===== config.mk =====
export PLATFORM = sky130hd
export DESIGN_NAME = mul_div_unit
export DESIGN_NICKNAME = d
export VERILOG_FILES = /design/src/rtl/mul_div_unit_pkg.sv /design/src/rtl/md_datapath.sv /design/src/rtl/mul_div_unit.sv
export SDC_FILE = /design/constraint.sdc
export NUM_CORES = 1
export LEC_CHECK = 0
export CORE_ASPECT_RATIO = 1.5
export CORE_MARGIN = 2
export CORE_UTILIZATION = 28
export CTS_CLUSTER_DIAMETER = 200
export DETAILED_ROUTE_END_ITERATION = 12
export GPL_TIMING_DRIVEN = 0
export PLACE_DENSITY = 0.54
export REMOVE_ABC_BUFFERS = 1
export SYNTH_ARGS = -nofsm -noshare
export SYNTH_HDL_FRONTEND = slang
export SYNTH_SLANG_ARGS = --single-unit

===== constraint.sdc =====
create_clock -name clk -period 3.3 [get_ports clk]
set_clock_uncertainty 0.05 [all_clocks]
set_input_delay 0.66 -clock clk [delete_from_list [all_inputs] [get_ports clk]]
set_output_delay 0.66 -clock clk [all_outputs]
set_load 0.005 [all_outputs]

===== src/rtl/mul_div_unit_pkg.sv =====
// Shared definitions for the iterative RV32M multiply/divide unit:
// ALU operation codes (ALU control decoder encoding), multiply/divide FSM
// state encodings, iteration count, datapath mode and op-class helpers.
package mul_div_unit_pkg;

  localparam int unsigned XLEN    = 32;
  localparam int unsigned MD_ITER = 32;

  // ALU operation codes (5-bit); M-extension codes occupy 0x10..0x17.
  localparam logic [4:0] ALU_ADD    = 5'h00;
  localparam logic [4:0] ALU_SUB    = 5'h01;
  localparam logic [4:0] ALU_AND    = 5'h02;
  localparam logic [4:0] ALU_OR     = 5'h03;
  localparam logic [4:0] ALU_XOR    = 5'h04;
  localparam logic [4:0] ALU_MUL    = 5'h10;
  localparam logic [4:0] ALU_MULH   = 5'h11;
  localparam logic [4:0] ALU_MULHSU = 5'h12;
  localparam logic [4:0] ALU_MULHU  = 5'h13;
  localparam logic [4:0] ALU_DIV    = 5'h14;
  localparam logic [4:0] ALU_DIVU   = 5'h15;
  localparam logic [4:0] ALU_REM    = 5'h16;
  localparam logic [4:0] ALU_REMU   = 5'h17;

  typedef enum logic [1:0] {
    MD_IDLE = 2'd0,
    MD_CALC = 2'd1,
    MD_SIGN = 2'd2,
    MD_DONE = 2'd3
  } md_state_e;

  typedef enum logic {
    MD_MODE_MUL = 1'b0,
    MD_MODE_DIV = 1'b1
  } md_mode_e;

  function automatic logic is_m_op(input logic [4:0] op);
    return op inside {ALU_MUL, ALU_MULH, ALU_MULHSU, ALU_MULHU,
                      ALU_DIV, ALU_DIVU, ALU_REM, ALU_REMU};
  endfunction

  function automatic logic is_div_op(input logic [4:0] op);
    return op inside {ALU_DIV, ALU_DIVU, ALU_REM, ALU_REMU};
  endfunction

endpackage


===== src/rtl/md_datapath.sv =====
// Shared one-bit-per-cycle datapath for the multiply/divide unit.
// A single 64-bit register holds either the product accumulator
// {high, low/multiplier} or the division state {remainder, quotient/dividend};
// r_opnd holds the multiplicand or divisor magnitude.
// Ports:
//   clk, rst      - clock, asynchronous active-low reset
//   i_load        - load i_load_acc / i_load_opnd
//   i_iter_en     - perform one shift-add or restoring shift-subtract step
//   i_mode        - selects multiply or divide step
//   i_load_acc    - initial accumulator contents
//   i_load_opnd   - multiplicand / divisor magnitude
//   o_acc         - accumulator contents
module md_datapath
  import mul_div_unit_pkg::*;
(
  input  logic        clk,
  input  logic        rst,
  input  logic        i_load,
  input  logic        i_iter_en,
  input  md_mode_e    i_mode,
  input  logic [63:0] i_load_acc,
  input  logic [31:0] i_load_opnd,
  output logic [63:0] o_acc
);

  logic [63:0] r_acc;
  logic [31:0] r_opnd;

  logic [32:0] w_mul_sum;
  logic [32:0] w_div_shift;
  logic        w_div_ge;
  logic [31:0] w_div_sub;
  logic [63:0] w_acc_next;

  always_comb begin
    // Multiply: add multiplicand into the high half when the current
    // multiplier bit is set, then shift the whole 65-bit value right.
    w_mul_sum   = {1'b0, r_acc[63:32]} + (r_acc[0] ? {1'b0, r_opnd} : 33'd0);
    // Divide: shift next dividend bit into the remainder, trial-subtract.
    w_div_shift = r_acc[63:31];
    w_div_ge    = (w_div_shift >= {1'b0, r_opnd});
    // The difference is below the divisor, so 32 bits are enough.
    w_div_sub   = w_div_shift[31:0] - r_opnd;
    if (i_mode == MD_MODE_MUL) begin
      w_acc_next = {w_mul_sum, r_acc[31:1]};
    end else if (w_div_ge) begin
      w_acc_next = {w_div_sub, r_acc[30:0], 1'b1};
    end else begin
      w_acc_next = {w_div_shift[31:0], r_acc[30:0], 1'b0};
    end
  end

  always_ff @(posedge clk or negedge rst) begin
    if (!rst) begin
      r_acc  <= '0;
      r_opnd <= '0;
    end else if (i_load) begin
      r_acc  <= i_load_acc;
      r_opnd <= i_load_opnd;
    end else if (i_iter_en) begin
      r_acc  <= w_acc_next;
    end
  end

  assign o_acc = r_acc;

endmodule


===== src/rtl/mul_div_unit.sv =====
// Iterative RV32M multiply/divide execution unit with start/busy/done
// handshake. Operates on operand magnitudes for 32 cycles, then applies
// sign correction and registers the result.
// Ports:
//   clk    - rising-edge clock
//   rst    - asynchronous active-low reset
//   start  - request a new operation (sampled in IDLE or DONE)
//   flush  - abort any operation in flight; wins over start
//   op     - 5-bit ALU operation code (M-extension codes accepted)
//   a, b   - rs1 / rs2 operands
//   busy   - high while computing (CALC, SIGN)
//   done   - one-cycle pulse, result valid
//   result - registered result, held until the next completion
module mul_div_unit
  import mul_div_unit_pkg::*;
(
  input  logic        clk,
  input  logic        rst,
  input  logic        start,
  input  logic        flush,
  input  logic [4:0]  op,
  input  logic [31:0] a,
  input  logic [31:0] b,
  output logic        busy,
  output logic        done,
  output logic [31:0] result
);

  md_state_e   r_state, w_next;
  logic [5:0]  r_cnt;
  logic [4:0]  r_op;
  logic        r_neg_q;
  logic        r_neg_r;
  logic [31:0] r_result;

  logic        w_load;
  logic        w_iter;
  logic        w_a_signed, w_b_signed;
  logic        w_sa, w_sb;
  logic [31:0] w_mag_a, w_mag_b;
  logic        w_div0, w_ovf, w_fast;
  logic [63:0] w_load_acc;
  logic [63:0] w_acc;
  logic [63:0] w_prod;
  logic [31:0] w_quo, w_rem;
  logic [31:0] w_sign_result;
  md_mode_e    w_mode;

  // Operand decode for the incoming request.
  always_comb begin
    w_a_signed = op inside {ALU_MUL, ALU_MULH, ALU_MULHSU, ALU_DIV, ALU_REM};
    w_b_signed = op inside {ALU_MUL, ALU_MULH, ALU_DIV, ALU_REM};
    w_sa       = w_a_signed & a[31];
    w_sb       = w_b_signed & b[31];
    w_mag_a    = w_sa ? (32'd0 - a) : a;
    w_mag_b    = w_sb ? (32'd0 - b) : b;
    w_div0     = is_div_op(op) && (b == '0);
    w_ovf      = (op inside {ALU_DIV, ALU_REM}) &&
                 (a == 32'h8000_0000) && (b == 32'hFFFF_FFFF);
    w_fast     = w_div0 | w_ovf;
    // Fast paths preload the final {remainder, quotient} and skip CALC;
    // their sign flags are cleared so SIGN passes the values through.
    if (w_div0) begin
      w_load_acc = {a, 32'hFFFF_FFFF};
    end else if (w_ovf) begin
      w_load_acc = {32'd0, 32'h8000_0000};
    end else begin
      w_load_acc = {32'd0, w_mag_a};
    end
  end

  // Next-state and datapath control.
  always_comb begin
    w_next = r_state;
    w_load = 1'b0;
    w_iter = 1'b0;
    if (flush) begin
      w_next = MD_IDLE;
    end else begin
      case (r_state)
        MD_IDLE, MD_DONE: begin
          w_next = MD_IDLE;
          if (start && is_m_op(op)) begin
            w_load = 1'b1;
            w_next = w_fast ? MD_SIGN : MD_CALC;
          end
        end
        MD_CALC: begin
          w_iter = 1'b1;
          if (r_cnt == 6'(MD_ITER - 1)) begin
            w_next = MD_SIGN;
          end
        end
        MD_SIGN: w_next = MD_DONE;
        default: w_next = MD_IDLE;
      endcase
    end
  end

  always_ff @(posedge clk or negedge rst) begin
    if (!rst) begin
      r_state <= MD_IDLE;
    end else begin
      r_state <= w_next;
    end
  end

  always_ff @(posedge clk or negedge rst) begin
    if (!rst) begin
      r_cnt   <= '0;
      r_op    <= ALU_ADD;
      r_neg_q <= 1'b0;
      r_neg_r <= 1'b0;
    end else if (w_load) begin
      r_cnt   <= '0;
      r_op    <= op;
      r_neg_q <= w_fast ? 1'b0 : (w_sa ^ w_sb);
      r_neg_r <= w_fast ? 1'b0 : w_sa;
    end else if (w_iter) begin
      r_cnt   <= r_cnt + 6'd1;
    end
  end

  assign w_mode = is_div_op(r_op) ? MD_MODE_DIV : MD_MODE_MUL;

  md_datapath u_dp (
    .clk         (clk),
    .rst         (rst),
    .i_load      (w_load),
    .i_iter_en   (w_iter),
    .i_mode      (w_mode),
    .i_load_acc  (w_load_acc),
    .i_load_opnd (w_mag_b),
    .o_acc       (w_acc)
  );

  // Sign correction and output selection.
  always_comb begin
    w_prod = r_neg_q ? (64'd0 - w_acc) : w_acc;
    w_quo  = r_neg_q ? (32'd0 - w_acc[31:0]) : w_acc[31:0];
    w_rem  = r_neg_r ? (32'd0 - w_acc[63:32]) : w_acc[63:32];
    case (r_op)
      ALU_MUL:                          w_sign_result = w_prod[31:0];
      ALU_MULH, ALU_MULHSU, ALU_MULHU:  w_sign_result = w_prod[63:32];
      ALU_DIV, ALU_DIVU:                w_sign_result = w_quo;
      ALU_REM, ALU_REMU:                w_sign_result = w_rem;
      default:                          w_sign_result = '0;
    endcase
  end

  always_ff @(posedge clk or negedge rst) begin
    if (!rst) begin
      r_result <= '0;
    end else if (r_state == MD_SIGN && !flush) begin
      r_result <= w_sign_result;
    end
  end

  assign busy   = (r_state == MD_CALC) || (r_state == MD_SIGN);
  assign done   = (r_state == MD_DONE);
  assign result = r_result;

endmodule


==> results of run 1 <==
layout by cell type, fill, tap and decap left out, drive strengths merged, types with 42 or more instances in the layout:
cell type,n
a211oi,42
a21oi,172
buf,91
clkdlybuf4s50,105
dfrtp,143
ha,73
inv,71
nand2,235
nand3,46
nor2,137
nor3,49
o21ai,211
xnor2,105
xor2,76
path summary, 6_finish.rpt:
| kind | from | to | slack (ns) |
|---|---|---|---|
| setup / recovery | u_dp.o_acc[25] | result[22] | -0.19 |
| hold / removal | rst | u_dp.r_opnd[3] | 0.18 |
| setup reg to reg | u_dp.o_acc[25] | result[22] | -0.19 |
| hold reg to reg | u_dp.r_opnd[6] | u_dp.r_opnd[6] | 0.43 |
| max in group asynchronous | rst | u_dp.o_acc[52] | 2.19 |
| min in group clk | u_dp.r_opnd[6] | u_dp.r_opnd[6] | 0.43 |
stage by stage:
step | cell area, µm² | setup TNS [ns]
after CTS | 17790 | -1.789
after global routing | 18480 | -3.154
after detailed placement | 16140 | -112.16
after global placement | 15900 | -1017.92
final | 18480 | -1.030
after floorplan | 13990 | -65.97
registers in the layout, summed over array words and instances (netlist names):
register     cells
r_state          2
r_cnt            6
r_neg_q          1
r_neg_r          1
u_dp.o_acc      64
r_op             5
result          32
u_dp.r_opnd     32
what timing repair did:
action,in CTS,in global routing
cloned,2,0
hold buffers,0,0
endpoints found under the setup margin,100,70
resized for setup,142,118
pin swaps,47,32
buffers inserted,51,29
worst reg2reg max path: stages (launching register included):
cell      delay (ns)
dfrtp_1         0.53
or4_4           0.62
or3_1           0.44
nor3_4          0.30
nand2_2         0.12
or4_4           0.48
o31ai_4         0.29
xnor2_1         0.12
a221oi_2        0.37
nor2_2          0.05
layout make-up:
class	count	area [µm²]	area share
multi-input combinational	1604	11210	0.6067
sequential	143	3612	0.1955
timing repair buffer	196	1926	0.1042
tap	676	845.8	0.04577
clock buffer	20	466.7	0.02526
inverter	71	275.3	0.01490
clock inverter	12	133.9	0.007245
timing repair inverter	1	7.507	0.0004063
logic make-up after synthesis:
| logic type | count (synthesis) | synth area share |
|---|---|---|
| flip-flops | 143 | 0.2463 |
| adder cells (fa/ha/maj) | 75 | 0.06563 |
| buffers and inverters | 209 | 0.05503 |
| AO/OA/AOI/OAI | 689 | 0.3017 |
| multiplexers | 14 | 0.009646 |
| AND/OR/NAND/NOR | 644 | 0.2126 |
| XOR/XNOR | 181 | 0.1091 |
report_power, final:
group / leakage [nW] / switching, mW / internal [mW]
logic: 4.94 / 5.29 / 4.04
clock network: 0.281 / 0.843 / 1.17
registers: 1.77 / 1.08 / 2.34
metal layers:
metal	vias up	GRT usage
met4	0	0.1293
met2	547	0.3866
met5	-	0
li1	7319	-
met1	7261	0.2371
met3	168	0.02316
==> out/metrics.csv, run 1 <==
metric,value,unit
Area growth syn-to-layout,27.20,%
WP buf/inv,0,
critical path depth in cells,9,
HP Class,in -> async,
Slew @ Worst Pin,1.155,ns
Tcrit/Tclk final,1.058,
First-pass DRT Iterations,5,
list of most frequent post-synthesis cells,"nand2_1 (235), o21ai_0 (205), a21oi_1 (172), dfrtp_1 (143), nor2_1 (135)",
crit path kind,reg -> reg,
H-tree Lvls,4,
Num CTS Buffers,17,
Synth Area per Inst,7.431,µm²
hpwl dp,43850,µm
antenna-violating nets left,0,
PwrDens,799.1,nW/µm²
"Hold Violations, Final",0,
CP Max Fanout,7,
DR top layer,met4,
Worst R2R Path Depth,9,
vias after detailed routing,15295,
Tot Pwr,14.77,mW
clk_lat worst skew,0.46,ns
Netlist cell types,81,
largest net degree at the start of global routing,73,
Synth Cell Area,14530,µm²
Max Cap Viol,0,
fin crit period,3.490,ns
share of post-route cells with drive strength above 1,0.1612,
cell breakdown of the critical path,or4_4 > or3_1 > nor3_4 > nand2_2 > or4_4 > o31ai_4 > xnor2_1 > a221oi_2 > nor2_2,
Crit. End Element,flip-flop,
Leak,6.994,nW
routability cong.,0.9311,
dpl ws,-1.914,ns
DRT met1 WL,22340,µm
Slew HR,0.2301,
max-slew violation count,0,
Area contributors post-synth,"dfrtp_1 (25%), o21ai_0 (7.1%), xnor2_1 (6.3%)",
Clock transition at path regs,0.07,ns
diodes inserted,0,
endpoints failing setup,12,
vias per cell,5.617,
met3 WL,2407,µm
Sink Count,143,
Synth top area share,0.2463,
number of global-route vias before repair,15092,
clk buf depth,2,
worst path required time,3.58,ns
drt total wl,58250,µm
asr flop ratio synth,1.000,
die area,53760,µm²
dpl cells,2609,
post-layout util,0.3593,
GR Util All Layers,0.2135,
Crit path arrival time,3.77,ns
DR iter-0 viols,1105,
Die H,283.0,µm
Crit path top cell by count,or4_4,
Final Non-Filler Cells,2723,
PortBufs,106,
CTS tree,built,
Post-synth EDFFs,0,
DR WL/cell,21.39,µm
Overflow after GRT,0,
Synth warnings,0,
fmax,286.5,MHz
CP startpoint kind,flip-flop,
slowest cell delay on critical path,0.62,ns
total I/O pin count,107,
final hold slack,0.1797,ns
die width,190.0,µm
Clk Tree Root Cell,clkbuf_16,
Syn Inst Count,1955,
DRC Markers,0,
violated checks,setup timing,
worst vdd ir,0.0003842,V
"Top FF cell, synth",dfrtp_1,
"Slowest-stage cell, CP",or4_4,
setup slack after layout,-0.1903,ns
synthesized flop and latch total,143,
unrepaired setup endpoints after global routing,yes,
first-pass GRT wire length,88970,µm
CP top delay family,simple AND/OR/NAND/NOR gates,
layout net count,2182,
top-count cell post-synth,nand2_1,
run status,"finished, violations left",
fillers,5346,
Initial Utilization,0.2825,
sequential-to-total area share from yosys stat,0.2463,
initial antenna violation count,0,
area of the core,51430,µm²
met2 WL,29860,µm
"area leader, netlist",dfrtp_1,
num rows,102,
Note: power is estimated with default switching activity, not from simulation.
==> inputs of run 2 (changes only) <==
--- a/config.mk
+++ b/config.mk
@@ -5,7 +5,7 @@
 export SDC_FILE = /design/constraint.sdc
 export NUM_CORES = 1
 export LEC_CHECK = 0
-export CORE_ASPECT_RATIO = 1.5
+export CORE_ASPECT_RATIO = 0.75
 export CORE_MARGIN = 2
 export CORE_UTILIZATION = 28
 export CTS_CLUSTER_DIAMETER = 200
@@ -15,4 +15,5 @@
 export REMOVE_ABC_BUFFERS = 1
 export SYNTH_ARGS = -nofsm -noshare
 export SYNTH_HDL_FRONTEND = slang
+export SYNTH_HIERARCHICAL = 1
 export SYNTH_SLANG_ARGS = --single-unit
==> run 2 against run 1 <==
  * The run still ends with setup timing left
  * Cell count increased by 0.73%
  * First-iteration DRC count increased by 40%
  * Clock power increased by 4%
  * Die area increased by 3.3%
  * Combinational power increased by 31%
  * Global-route usage decreased by 0.85 points
  * Maximum frequency increased by 4.1%
  * Sequential share of layout area increased by 0.15 points
  * Area after synthesis increased by 3.4%
  * Utilization decreased by 1.2 points
  * Power increased by 25%
  * Critical endpoint is now u_dp/o_acc[57]
  * Largest power group unchanged
==> out/metrics.csv, run 2 <==
metric,value,unit,change
PwrDens,1004,nW/µm²,+26%
r2r startpoint,u_dp/o_acc[0],,
"commonest non-fill, non-tap cells in the layout","nand2_1 (204), o21ai_0 (200), a21oi_1 (160)",,
Max Cap Viol,0,,unchanged
"Top FF cell, synth",dfrtp_1,,
crit path kind,reg -> reg,,
Netlist cell types,89,,+9.9%
net switching power,9.547,mW,+32%
"Hold Violations, Final",0,,unchanged
"commonest non-fill, non-tap cell in the layout",nand2_1,,
final hold slack,0.1226,ns,-0.05712 ns
Area contributors post-synth,"dfrtp_1 (24%), o21ai_0 (6.9%), xnor2_1 (6.1%)",,
clk_lat worst skew,0.45,ns,about the same
cell breakdown of the critical path,buf_12 > buf_12 > and2_1 > ha_2 > nor3_1 > o21bai_1 > nand3_2 > a31oi_4 > a211oi_1 > o21bai_1 > xor2_1 > mux2i_1 > o21ai_0,,
First-pass DRT Iterations,5,,unchanged
asr flop ratio synth,1.000,,unchanged
GR Util All Layers,0.2050,,-0.008486
Simple-Gate Fraction of Synth Area,0.2294,,+0.01689
H-tree Lvls,4,,unchanged
DR WL/cell,21.58,µm,+0.88%
worst vdd ir,0.0004458,V,+16%
Tcrit/Tclk final,1.016,,-0.04124
Initial Utilization,0.2835,,+0.001026
DR iter-0 viols,1542,,+40%
"area leader, netlist",dfrtp_1,,
Area growth syn-to-layout,22.40,%,
Post-Place Cell Area,16670,µm²,+3.3%
Post-Synth Adder-Cell Area,0.06348,,-0.002143
CP top delay family,compound AO/OA/AOI/OAI gates,,
Synth warnings,6,,+6
synthesized flop and latch total,143,,unchanged
worst path required time,3.62,ns,+0.04 ns
post-synthesis compound-gate area fraction,0.2650,,-0.03668
initial antenna violation count,1,,+1
routability cong.,0.9527,,+2.3%
CP startpoint kind,flip-flop,,
Sw Share,0.5171,,+0.02827
top-count cell post-synth,nand2_1,,
drt total wl,59190,µm,+1.6%
Post-Synth XOR/XNOR Area,0.1096,,+0.0005186
Die H,204.6,µm,-28%
violated checks,setup timing,,
die width,271.4,µm,+43%
"Slowest-stage cell, CP",dfrtp_4,,
Syn Inst Count,1967,,+0.61%
share of post-route cells with drive strength above 1,0.1227,,-0.03855
fmax,298.1,MHz,+4.1%
clk buf depth,2,,unchanged
num rows,73,,-28%
max-slew violation count,0,,unchanged
Tot Pwr,18.46,mW,+25%
unrepaired setup endpoints after global routing,yes,,
Synth Area per Inst,7.635,µm²,+2.7%
die area,55520,µm²,+3.3%
Synth Cell Area,15020,µm²,+3.4%
area of the core,52980,µm²,+3.0%
sequential-to-total area share from yosys stat,0.2383,,-0.008044
Leak,6.953,nW,-0.60%
total I/O pin count,107,,unchanged
layout net count,2165,,-0.78%
Overflow after GRT,0,,unchanged
fillers,5597,,+4.7%
CTS tree,built,,
vias after detailed routing,15402,,+0.70%
CP Max Fanout,6,,-1
setup slack after layout,-0.05419,ns,+0.1361 ns
slowest cell delay on critical path,0.52,ns,-0.10 ns
main combinational cell family by area after synthesis,compound AO/OA/AOI/OAI gates,,
power share of the clock group,0.114,,-0.023
dpl cells,2674,,+2.5%
Crit. End Element,flip-flop,,
Synth top area share,0.2383,,-0.008044
setup_tns,-0.05419,ns,+0.9758 ns
fin area,18380,µm²,-0.52%
first-pass GRT wire length,87640,µm,-1.5%
DRC Markers,0,,unchanged
vias per cell,5.615,,about the same
Pint,8.917,mW,+18%
reg2reg setup slack,-0.05,ns,+0.14 ns
Crit path arrival time,3.67,ns,-0.10 ns
post-synthesis mux area share,0.04274,,+0.03309
largest net degree at the start of global routing,109,,+49%
Slew HR,0.3048,,+0.07471
run status,"finished, violations left",,
Slew @ Worst Pin,1.043,ns,-0.1121 ns
Final Non-Filler Cells,2743,,+0.73%
Gate power share,0.662,,+0.030
CP startpoint,u_dp/o_acc[0],,
hold buffer count at cts,0,,unchanged
endpoints failing setup,1,,-11
Clk Tree Root Cell,clkbuf_16,,
hpwl dp,43370,µm,-1.1%
antenna-violating nets left,0,,unchanged
Flop pwr share,0.223,,-0.008
WP buf/inv,2,,+2
number of global-route vias before repair,14185,,-6.0%
Clock transition at path regs,0.07,ns,about the same
fin crit period,3.354,ns,-0.1361 ns
Post-synth EDFFs,0,,unchanged
Num CTS Buffers,17,,unchanged
HP Class,in -> async,,
list of most frequent post-synthesis cells,"nand2_1 (207), o21ai_0 (206), a21oi_1 (171), dfrtp_1 (143), nor2_1 (137)",,
PortBufs,106,,unchanged
Sink Count,143,,unchanged
max reg flops,64,,unchanged
## run 2: cell type report
class / count / area (µm²) / share of cell area
multi-input combinational: 1638 / 11390 / 0.6196
sequential: 143 / 3621 / 0.1970
timing repair buffer: 145 / 1550 / 0.08433
tap: 712 / 890.9 / 0.04846
clock buffer: 20 / 466.7 / 0.02539
inverter: 71 / 295.3 / 0.01606
clock inverter: 12 / 157.7 / 0.008576
timing repair inverter: 1 / 8.758 / 0.0004765
antenna: 1 / 2.502 / 0.0001361
## run 2: final timing paths
check                            endpoint  depth (start not counted)
min                            result[10]                          1
max reg2reg                u_dp/o_acc[57]                         13
max                        u_dp/o_acc[57]                         13
min in group clk                result[0]                          2
max in group asynchronous  u_dp/o_acc[47]                          2
min reg2reg                     result[0]                          2
## run 2: kinds of logic after synthesis
logic type	count (synthesis)
multiplexers	63
adder cells (fa/ha/maj)	75
flip-flops	143
buffers and inverters	190
XOR/XNOR	188
AND/OR/NAND/NOR	673
AO/OA/AOI/OAI	635
## run 2: power groups by stage
stage,registers [mW],logic [mW],clock network [mW]
6_report,4.13,12.2,2.11
5_1_grt,4.23,13.2,2.22
4_1_cts,4.06,11.1,2.13
3_5_place_dp,4.12,10.6,0
3_3_place_gp,4.10,10.5,0
2_1_floorplan,3.42,7.61,0
## run 2: metal layers
| layer | part of all wire | vias to the layer above | track usage | wire [µm] |
|---|---|---|---|---|
| met1 | 0.48 | 7391 | 0.3036 | 28390 |
| li1 | - | 7276 | - | - |
| met4 | 0.018 | 0 | 0.05279 | 1061 |
| met3 | 0.095 | 64 | 0.05052 | 5628 |
| met5 | 0 | - | 0 | 0 |
| met2 | 0.41 | 671 | 0.2929 | 24110 |
## run 2: metrics by stage
stage | worst slack, ns | util
3_5_place_dp | -1.162 | 0.3146
2_1_floorplan | -1.608 | -
6_report | -0.05419 | 0.3470
4_1_cts | -0.02604 | 0.3357
5_1_grt | -0.1134 | 0.3470
3_3_place_gp | -5.092 | 0.3108
## run 2: what timing repair did
item | CTS | global route
cloned | 2 | 3
setup buffers | 15 | 16
pin swaps | 15 | 30
gates resized for setup | 70 | 99
setup endpoints to repair | 114 | 77
## run 2: worst register-to-register path: cells and delay by family (launching register included)
kind                       cells  cell delay (ns)
xor gates and xnor gates       1             0.29
adders and majority gates      1             0.38
AOI/OAI and AO/OA              5             1.18
and+or+nand+nor                3             0.42
DFF                            1             0.52
muxes                          1             0.15
buffers and inverters          2             0.27
